--- config.mk ---
export PLATFORM = sky130hd
export DESIGN_NAME = pocket_gamepad_encoder
export DESIGN_NICKNAME = d
export VERILOG_FILES = /design/src/rtl/pocket_pad_pkg.sv /design/src/rtl/pocket_pad_debounce.sv /design/src/rtl/pocket_gamepad_encoder.sv
export SDC_FILE = /design/constraint.sdc
export NUM_CORES = 1
export LEC_CHECK = 0
export CORE_UTILIZATION = 50
export DETAILED_ROUTE_END_ITERATION = 6
export HOLD_SLACK_MARGIN = 0.06
export MAX_ROUTING_LAYER = met4
export PLACE_DENSITY = 0.75
export SYNTH_ARGS = -nofsm -noshare
export SYNTH_HDL_FRONTEND = slang
export SYNTH_HIERARCHICAL = 1
export SYNTH_SLANG_ARGS = --single-unit
--- constraint.sdc ---
create_clock -name iCLK -period 2.4 [get_ports iCLK]
set_input_delay 0.24 -clock iCLK [delete_from_list [all_inputs] [get_ports iCLK]]
set_output_delay 0.24 -clock iCLK [all_outputs]
set_load 0.005 [all_outputs]
--- src/rtl/pocket_pad_pkg.sv ---
// Shared definitions for the Pocket 16-bit joypad key word.
// Used by both the transmit-side encoder and the gamepad-sync receiver.
package pocket_pad_pkg;

    localparam int KEYW_W = 16;

    localparam int PAD_U  = 0;
    localparam int PAD_D  = 1;
    localparam int PAD_L  = 2;
    localparam int PAD_R  = 3;
    localparam int BTN_A  = 4;
    localparam int BTN_B  = 5;
    localparam int BTN_X  = 6;
    localparam int BTN_Y  = 7;
    localparam int BTN_L1 = 8;
    localparam int BTN_R1 = 9;
    localparam int BTN_L2 = 10;
    localparam int BTN_R2 = 11;
    localparam int BTN_L3 = 12;
    localparam int BTN_R3 = 13;
    localparam int BTN_SE = 14;
    localparam int BTN_ST = 15;

    typedef enum logic {
        IDLE = 1'b0,
        PEND = 1'b1
    } hs_state_t;

endpackage

--- src/rtl/pocket_pad_debounce.sv ---
// One key bit: 2-flop synchroniser followed by a stable-count debouncer.
// The debounced level moves only after DEBOUNCE_CYCLES consecutive differing samples.
module pocket_pad_debounce #(
    parameter int DEBOUNCE_CYCLES = 1000
) (
    input  logic i_clk,
    input  logic i_rst_n,
    input  logic i_raw,
    output logic o_level
);

    localparam logic [15:0] CNT_LAST = 16'(DEBOUNCE_CYCLES - 1);

    logic        r_sync1;
    logic        r_sync2;
    logic        r_level;
    logic [15:0] r_cnt;

    // Any sample that agrees with the debounced level restarts the count,
    // so the counter tops out at CNT_LAST and never wraps.
    always_ff @(posedge i_clk) begin
        if (!i_rst_n) begin
            r_sync1 <= 1'b0;
            r_sync2 <= 1'b0;
            r_level <= 1'b0;
            r_cnt   <= 16'd0;
        end else begin
            r_sync1 <= i_raw;
            r_sync2 <= r_sync1;
            if (r_sync2 == r_level) begin
                r_cnt <= 16'd0;
            end else if (r_cnt == CNT_LAST) begin
                r_level <= r_sync2;
                r_cnt   <= 16'd0;
            end else begin
                r_cnt <= r_cnt + 16'd1;
            end
        end
    end

    assign o_level = r_level;

endmodule

--- src/rtl/pocket_gamepad_encoder.sv ---
// Transmit side of the Pocket joypad word: debounced key word, change detect,
// valid/ready delivery with latest-wins coalescing and a sticky overrun flag.
module pocket_gamepad_encoder
    import pocket_pad_pkg::*;
#(
    parameter int DEBOUNCE_CYCLES = 1000,
    parameter bit ACTIVE_LOW_IN   = 1'b1
) (
    input  logic        iCLK,
    input  logic        iRSTn,
    input  logic [15:0] iBTN,
    output logic [15:0] oJOY_LIVE,
    output logic [15:0] oJOY,
    output logic        oJOY_VALID,
    input  logic        iJOY_READY,
    output logic        oOVERRUN,
    output logic        oDBG_STATE
);

    // Handshake: a word moves when oJOY_VALID and iJOY_READY are both high at a
    // rising edge; oJOY is held stable while valid is high and ready is low.

    logic [KEYW_W-1:0] w_btn_hi;
    logic [KEYW_W-1:0] w_live;
    logic              w_dirty;
    logic              w_load;
    logic              w_set_ovr;
    hs_state_t         w_state_nxt;

    hs_state_t         r_state;
    logic [KEYW_W-1:0] r_joy;
    logic [KEYW_W-1:0] r_last;
    logic              r_ovr;

    assign w_btn_hi = ACTIVE_LOW_IN ? ~iBTN : iBTN;

    for (genvar g = 0; g < KEYW_W; g++) begin : g_bit
        pocket_pad_debounce #(
            .DEBOUNCE_CYCLES(DEBOUNCE_CYCLES)
        ) u_debounce (
            .i_clk  (iCLK),
            .i_rst_n(iRSTn),
            .i_raw  (w_btn_hi[g]),
            .o_level(w_live[g])
        );
    end

    assign w_dirty = (w_live != r_last);

    always_comb begin
        w_state_nxt = r_state;
        w_load      = 1'b0;
        w_set_ovr   = 1'b0;
        case (r_state)
            IDLE: begin
                if (w_dirty) begin
                    w_load      = 1'b1;
                    w_state_nxt = PEND;
                end
            end
            PEND: begin
                if (iJOY_READY) begin
                    // A change seen on the accept beat reloads with no bubble.
                    if (w_dirty) begin
                        w_load = 1'b1;
                    end else begin
                        w_state_nxt = IDLE;
                    end
                end else if (w_dirty) begin
                    w_set_ovr = 1'b1;
                end
            end
            default: w_state_nxt = IDLE;
        endcase
    end

    always_ff @(posedge iCLK) begin
        if (!iRSTn) begin
            r_state <= IDLE;
            r_joy   <= '0;
            r_last  <= '0;
            r_ovr   <= 1'b0;
        end else begin
            r_state <= w_state_nxt;
            if (w_load) begin
                r_joy  <= w_live;
                r_last <= w_live;
            end
            if (w_set_ovr) begin
                r_ovr <= 1'b1;
            end
        end
    end

    assign oJOY_LIVE  = w_live;
    assign oJOY       = r_joy;
    assign oJOY_VALID = (r_state == PEND);
    assign oOVERRUN   = r_ovr;
    assign oDBG_STATE = r_state;

endmodule
==> out/results.tsv, run 1 <==
stage	metric	value	unit
run_status	status	complete, no violations	
sta	RSZ-0062 raised after global routing	false	
sta	clk_skew	0.0106	ns
critical_path	slowest stage delay, CP	0.63	ns
synth	Async S/R FF share, synth	0	
cells_and_area	diode count	0	
critical_path	CP max-delay cell	clkdlybuf4s50_1	
sta	Slew Viols, Final	0	
clocking	Post-CTS Setup Inserts	0	
clocking	clock slew at reported path FFs	0.06	ns
clocking	Clock Latency Late Sink	0.51	ns
synth	synthesized area	14600	µm²
drt	Initial DRC Count	623	
drt	ANT nets after route	0	
synth	Synth Register Bits	322	
sta	Highest Clock Rate	555	MHz
clocking	# hold bufs at CTS	0	
floorplanning	placement row count	62	
power	PD cells	667	nW/µm²
drt	Vias	10300	
job	maxcap violations	0	
synth	Synth top area share	0.443	
synth	sequential area share after synthesis	0.443	
power	sequential power share	0.504	
global_route	antenna violations before repair	0	
sta	period utilization	0.750	
synth	post-synthesis net count	1580	
power	Switching Share	0.200	
power	Max VDD drop	0.524	mV
floorplanning	Die W	173	µm
critical_path	crit-path leading delay family	buffers and inverters	
synth	EDFF count, synth	0	
critical_path	CP Buf/Inv Count	1	
clocking	CTS Root Cell	clkbuf_16	
synth	ys flop type	dfxtp_1	
clocking	post-CTS sizing	0	
floorplanning	Die H	173	µm
synth	Synth Warn #	6	
placed_design	placed cells	1902	
clocking	H-tree levels	2	
global_route	largest net degree at the start of global routing	38	
clocking	CTS max path bufs	3	
synth	largest cells by area after synthesis	dfxtp_1 44%, xor2_1 13%, nor2_1 5.5%, nand4_1 4.1%, and4_1 3.6%	
global_route	vias in the first global route	9795	
synth	Yosys top cell by area	dfxtp_1	
sta	Least-Margin Pin Slew	0.708	ns
placed_design	global placer's final weighted congestion	0.867	
critical_path	WS Path Type	reg -> out	
sta	setup_tns	0	ns
cells_and_area	Area growth, synth to finish	10.3	%
placed_design	DPL Wire Length	18200	µm
floorplanning	DIE AREA	29800	µm²
placed_design	number of I/O port buffers	53	
min_path	Hold Path Class	in -> reg	
synth	most frequent cells after synthesis	322 x dfxtp_1, 213 x nor2_1, 213 x xor2_1	
power	P_sw	2.14	mW
synth	Synth Area per Inst	9.42	µm²
cells_and_area	Nets	1589	
global_route	GRT Residual Overflow	0	
drt	Remaining DRCs	0	
floorplanning	IO Count	54	
drt	First-pass DRT Iterations	5	
clocking	CTS Buf Count	34	
sta	Hold Violations, Final	0	
drt	WL/cell	13.7	µm
drt	vias per cell	5.28	
floorplanning	Initial Utilization	0.507	
critical_path	crit path cell chain	clkdlybuf4s50_1	
global_route	GRT Resource Usage Total	0.186	
sta	worst hold slack	0.186	ns
synth	Syn Inst Count	1545	
global_route	routing usage on met1	0.226	
cells_and_area	Final Instance Count excl. Fillers	1960	
power	Total Power	10.7	mW
synth	post-synthesis cell type count	38	
sta	Slew Limit Headroom	0.527	
sta	Final min period	1.80	ns
critical_path	CP Data Arrival Time	1.56	ns
cells_and_area	share of layout cells above drive strength 1	0.0945	
power	Leak	5.81	nW
clocking	Sink Count	322	
critical_path	Startpoint Class	register	
power	Pint	8.57	mW
sta	Setup violations, final	0	
synth	most frequent cell after synthesis	dfxtp_1	
global_route	met3 usage	0.0398	
clocking	TritonCTS clock tree	built	
global_route	grt peak-use layer	met2	
power	share of power burned in the clock network	0.482	
floorplanning	Core Footprint	28700	µm²
critical_path	crit-path max FO	5	
global_route	met2 Use GR	0.307	
power	combinational share of power	0.014	
critical_path	Critical Path RT	2.16	ns
global_route	first-pass GRT wire length	45900	µm
drt	DRT Wirelength	26900	µm
critical_path	CP endpoint kind	primary output	
==> power by group through the flow <==
stage	Combinational [mW]	Clock, mW	Sequential, mW
final	0.153	5.16	5.40
after detailed placement	0.155	0	5.51
after global placement	0.153	0	5.51
after global routing	0.172	5.50	5.40
after floorplan	0.0890	0	5.51
after CTS	0.157	5.31	5.40
==> per-stage QoR <==
stage / setup slack [ns] / instance area [µm²] / util
final: 0.600 / 16100 / 0.559
after global routing: 0.488 / 16100 / 0.559
after CTS: 0.542 / 16100 / 0.559
after detailed placement: 0.643 / 14900 / 0.520
after global placement: 0.665 / 14900 / 0.520
after floorplan: 0.736 / 14600 / -
==> worst register-to-register path: stages, from the launching register on <==
cell	delay, ns
dfxtp_1	0.34
or4_1	0.55
nor4_2	0.31
or2_1	0.15
buf_4	0.23
nor2_1	0.08
==> sequential cells by signal, summed over array words and instances (netlist names) <==
register                  count
oDBG_STATE                    1
g_bit.u_debounce/r_cnt      256
g_bit.u_debounce/r_sync1     16
g_bit.u_debounce/r_sync2     16
g_bit.u_debounce/o_level     16
oOVERRUN                      1
r_last                       16
==> cell families after synthesis <==
kind of cell | synth area share
AO/OA/AOI/OAI | 0.0191
XOR/XNOR | 0.143
adder cells (fa/ha/maj) | 0.0137
buffers and inverters | 0.0561
flip-flops | 0.443
multiplexers | 0.0220
AND/OR/NAND/NOR | 0.304
==> layout make-up <==
class	instances	area, µm²
Multi-Input combinational cell	1104	7300
Inverter	35	131
Sequential cell	322	6450
Fill cell	2516	12600
Clock inverter	12	120
Timing Repair Buffer	57	583
Tap cell	384	480
Clock buffer	46	997
==> worst paths after layout <==
| path | start | endpoint | slack, ns | cells after the start |
|---|---|---|---|---|
| worst max-delay path | g_bit[7].u_debounce/o_level | oJOY_LIVE[7] | 0.60 | 1 |
| worst min-delay path | iRSTn | r_last[15] | 0.19 | 3 |
| worst max register to register | g_bit[9].u_debounce/r_cnt[10] | g_bit[9].u_debounce/r_cnt[3] | 0.64 | 5 |
| worst min register to register | g_bit[12].u_debounce/r_sync1 | g_bit[12].u_debounce/r_sync2 | 0.43 | 1 |
==> layer usage <==
| layer | wire length (µm) | vias to the layer above |
|---|---|---|
| met1 | 12300 | 4848 |
| li1 | - | 5276 |
| met3 | 1290 | 46 |
| met5 | 0 | - |
| met4 | 652 | 0 |
| met2 | 12700 | 170 |
==> placed cells by master, fill, tap and decap left out, drive strengths merged, types with 20 or more instances in the layout <==
master,instances
xor2,213
clkdlybuf4s50,52
dfxtp,322
nand4,96
nand3,99
and2,63
inv,36
or3,20
mux2i,32
nor2,223
xnor2,24
and3,46
a21oi,20
and4,60
clkbuf,46
nand2,98
nor4b,30
Note: power is estimated with default switching activity, not from simulation.
==> inputs of run 2 (changes only) <==
- PLACE_DENSITY: 0.75 -> 0.78
- clock period: 2.4 -> 1.6 ns (I/O delays scaled with it)
==> out/results.tsv, run 2 (synthesized netlist as in run 1, its figures left out) <==
stage	metric	value	unit
run_status	status	finished, violations left	
run_status	violated checks	negative setup slack	
cells_and_area	share of layout cells above drive strength 1	0.156	
min_path	Worst Hold Path Cells	3	
floorplanning	IO Count	54	
critical_path	WS Path Type	reg -> reg	
clocking	Sink Count	322	
floorplanning	DIE AREA	29800	µm²
clocking	clock slew at reported path FFs	0.06	ns
global_route	GRT Residual Overflow	0	
critical_path	Critical R2R Launch	g_bit[9].u_debounce/r_cnt[7]	
critical_path	Startpoint Class	register	
global_route	GRT Resource Usage Total	0.188	
critical_path	crit-path max FO	4	
drt	vias per cell	5.24	
sta	Setup violations, final	16	
cells_and_area	fin area	17000	µm²
clocking	CTS Root Cell	clkbuf_16	
sta	Slew Viols, Final	0	
floorplanning	placement row count	62	
power	Leak	6.50	nW
cells_and_area	most frequent cells in the layout	306 x dfxtp_1, 213 x xor2_1, 212 x nor2_1	
drt	Remaining DRCs	0	
global_route	largest net degree at the start of global routing	42	
power	PD cells	965	nW/µm²
global_route	first-pass GRT wire length	47200	µm
floorplanning	Core Footprint	28700	µm²
cells_and_area	Final Core Density	0.591	
placed_design	DPL Wire Length	18900	µm
cells_and_area	Nets	1679	
cells_and_area	diode count	0	
cells_and_area	commonest non-fill, non-tap cell in the layout	dfxtp_1	
clocking	H-tree levels	2	
cells_and_area	max reg flops	256	
critical_path	depth of the worst register-to-register path	4	
drt	WL/cell	13.7	µm
sta	RSZ-0062 raised after global routing	true	
sta	Final min period	1.66	ns
critical_path	CP endpoint kind	register	
sta	worst hold slack	0.234	ns
sta	period utilization	1.04	
min_path	Hold Path Class	in -> reg	
cells_and_area	Area growth, synth to finish	16.5	%
floorplanning	Initial Utilization	0.507	
drt	Vias	10700	
drt	First-pass DRT Iterations	7	
sta	clk_skew	0.0162	ns
min_path	hold wc startpoint	iBTN[2]	
sta	Hold Violations, Final	0	
critical_path	FF-to-FF End	g_bit[9].u_debounce/r_cnt[13]	
placed_design	global placer's final weighted congestion	0.899	
global_route	vias in the first global route	10300	
sta	Least-Margin Pin Slew	0.407	ns
power	Max VDD drop	0.741	mV
sta	final setup margin	-0.0613	ns
cells_and_area	layout filler cell count	2436	
placed_design	number of I/O port buffers	53	
drt	Initial DRC Count	663	
clocking	CTS Buf Count	34	
critical_path	Critical Path RT	1.97	ns
placed_design	placed cell areas	15600	µm²
critical_path	CP Data Arrival Time	2.03	ns
clocking	Clock Latency Late Sink	0.50	ns
power	Total Power	16.4	mW
global_route	antenna violations before repair	0	
clocking	CTS max path bufs	3	
drt	DRT Wirelength	28100	µm
floorplanning	Die W	173	µm
job	maxcap violations	0	
clocking	TritonCTS clock tree	built	
cells_and_area	Top reg by flops	g_bit.u_debounce/r_cnt	
sta	Highest Clock Rate	602	MHz
critical_path	R2R Setup Slk	-0.06	ns
floorplanning	Die H	173	µm
drt	ANT nets after route	0	
sta	Slew Limit Headroom	0.726	
min_path	hold endpoint	g_bit[2].u_debounce/r_sync1	
[run 2: how the worst max path moves through the flow]
stage                             startpoint                             to  slack (ns)  cells after the start
2_1_floorplan   g_bit[9].u_debounce/r_cnt[4]   g_bit[9].u_debounce/r_cnt[4]       -0.02                      6
3_3_place_gp   g_bit[9].u_debounce/r_cnt[13]  g_bit[9].u_debounce/r_cnt[13]        0.03                      5
3_5_place_dp   g_bit[9].u_debounce/r_cnt[13]   g_bit[9].u_debounce/r_cnt[5]        0.02                      5
4_1_cts                            r_last[1]                        oJOY[1]      0.0001                      1
5_1_grt         g_bit[9].u_debounce/r_cnt[7]  g_bit[9].u_debounce/r_cnt[13]       -0.13                      4
6_report        g_bit[9].u_debounce/r_cnt[7]  g_bit[9].u_debounce/r_cnt[13]       -0.06                      4
[run 2: cell type report]
cell class | instances | area, µm² | area share
timing repair buffer | 147 | 1310 | 0.0772
inverter | 35 | 131 | 0.00775
clock inverter | 11 | 176 | 0.0104
tap | 384 | 480 | 0.0283
multi-input combinational | 1104 | 7420 | 0.437
clock buffer | 48 | 975 | 0.0575
sequential | 322 | 6470 | 0.381
[run 2: where the power goes]
| group | total [mW] | internal [mW] | leakage (nW) | switching (mW) |
|---|---|---|---|---|
| logic | 0.253 | 0.110 | 3.33 | 0.143 |
| registers | 8.09 | 8.06 | 2.61 | 0.0254 |
| clock network | 8.03 | 4.92 | 0.560 | 3.10 |
[run 2: layer usage]
| layer | vias to the layer above | routed length (µm) | GRT usage |
|---|---|---|---|
| met4 | 0 | 726 | 0.0557 |
| met5 | - | 0 | - |
| li1 | 5468 | - | - |
| met3 | 52 | 1150 | 0.0314 |
| met2 | 171 | 13300 | 0.311 |
| met1 | 5048 | 12900 | 0.236 |
[run 2: what timing repair did]
item / in CTS / in global routing
hold buffers: 1 / 0
endpoints found under the hold margin: 14 / 0
gates resized for setup: 47 / 24
gates cloned: 0 / 2
buffers inserted: 1 / 2
pin swaps: 0 / 8
endpoints found under the setup margin: 32 / 105
[run 2: worst max-delay path, stage by stage, from the launching register on]
cell     delay [ns]
dfxtp_1        0.38
nand3_2        0.12
or4_1          0.56
o21ai_0        0.37
a21oi_2        0.10
[run 2: stage by stage]
step / setup WS [ns] / setup TNS, ns / cells
finish: -0.0613 / -0.500 / 2051
detailed placement: 0.0155 / 0 / 1987
global placement: 0.0320 / 0 / 1987
CTS: 0.000118 / 0 / 2048
floorplan: -0.0186 / -0.147 / 1545
global route: -0.127 / -1.64 / 2051
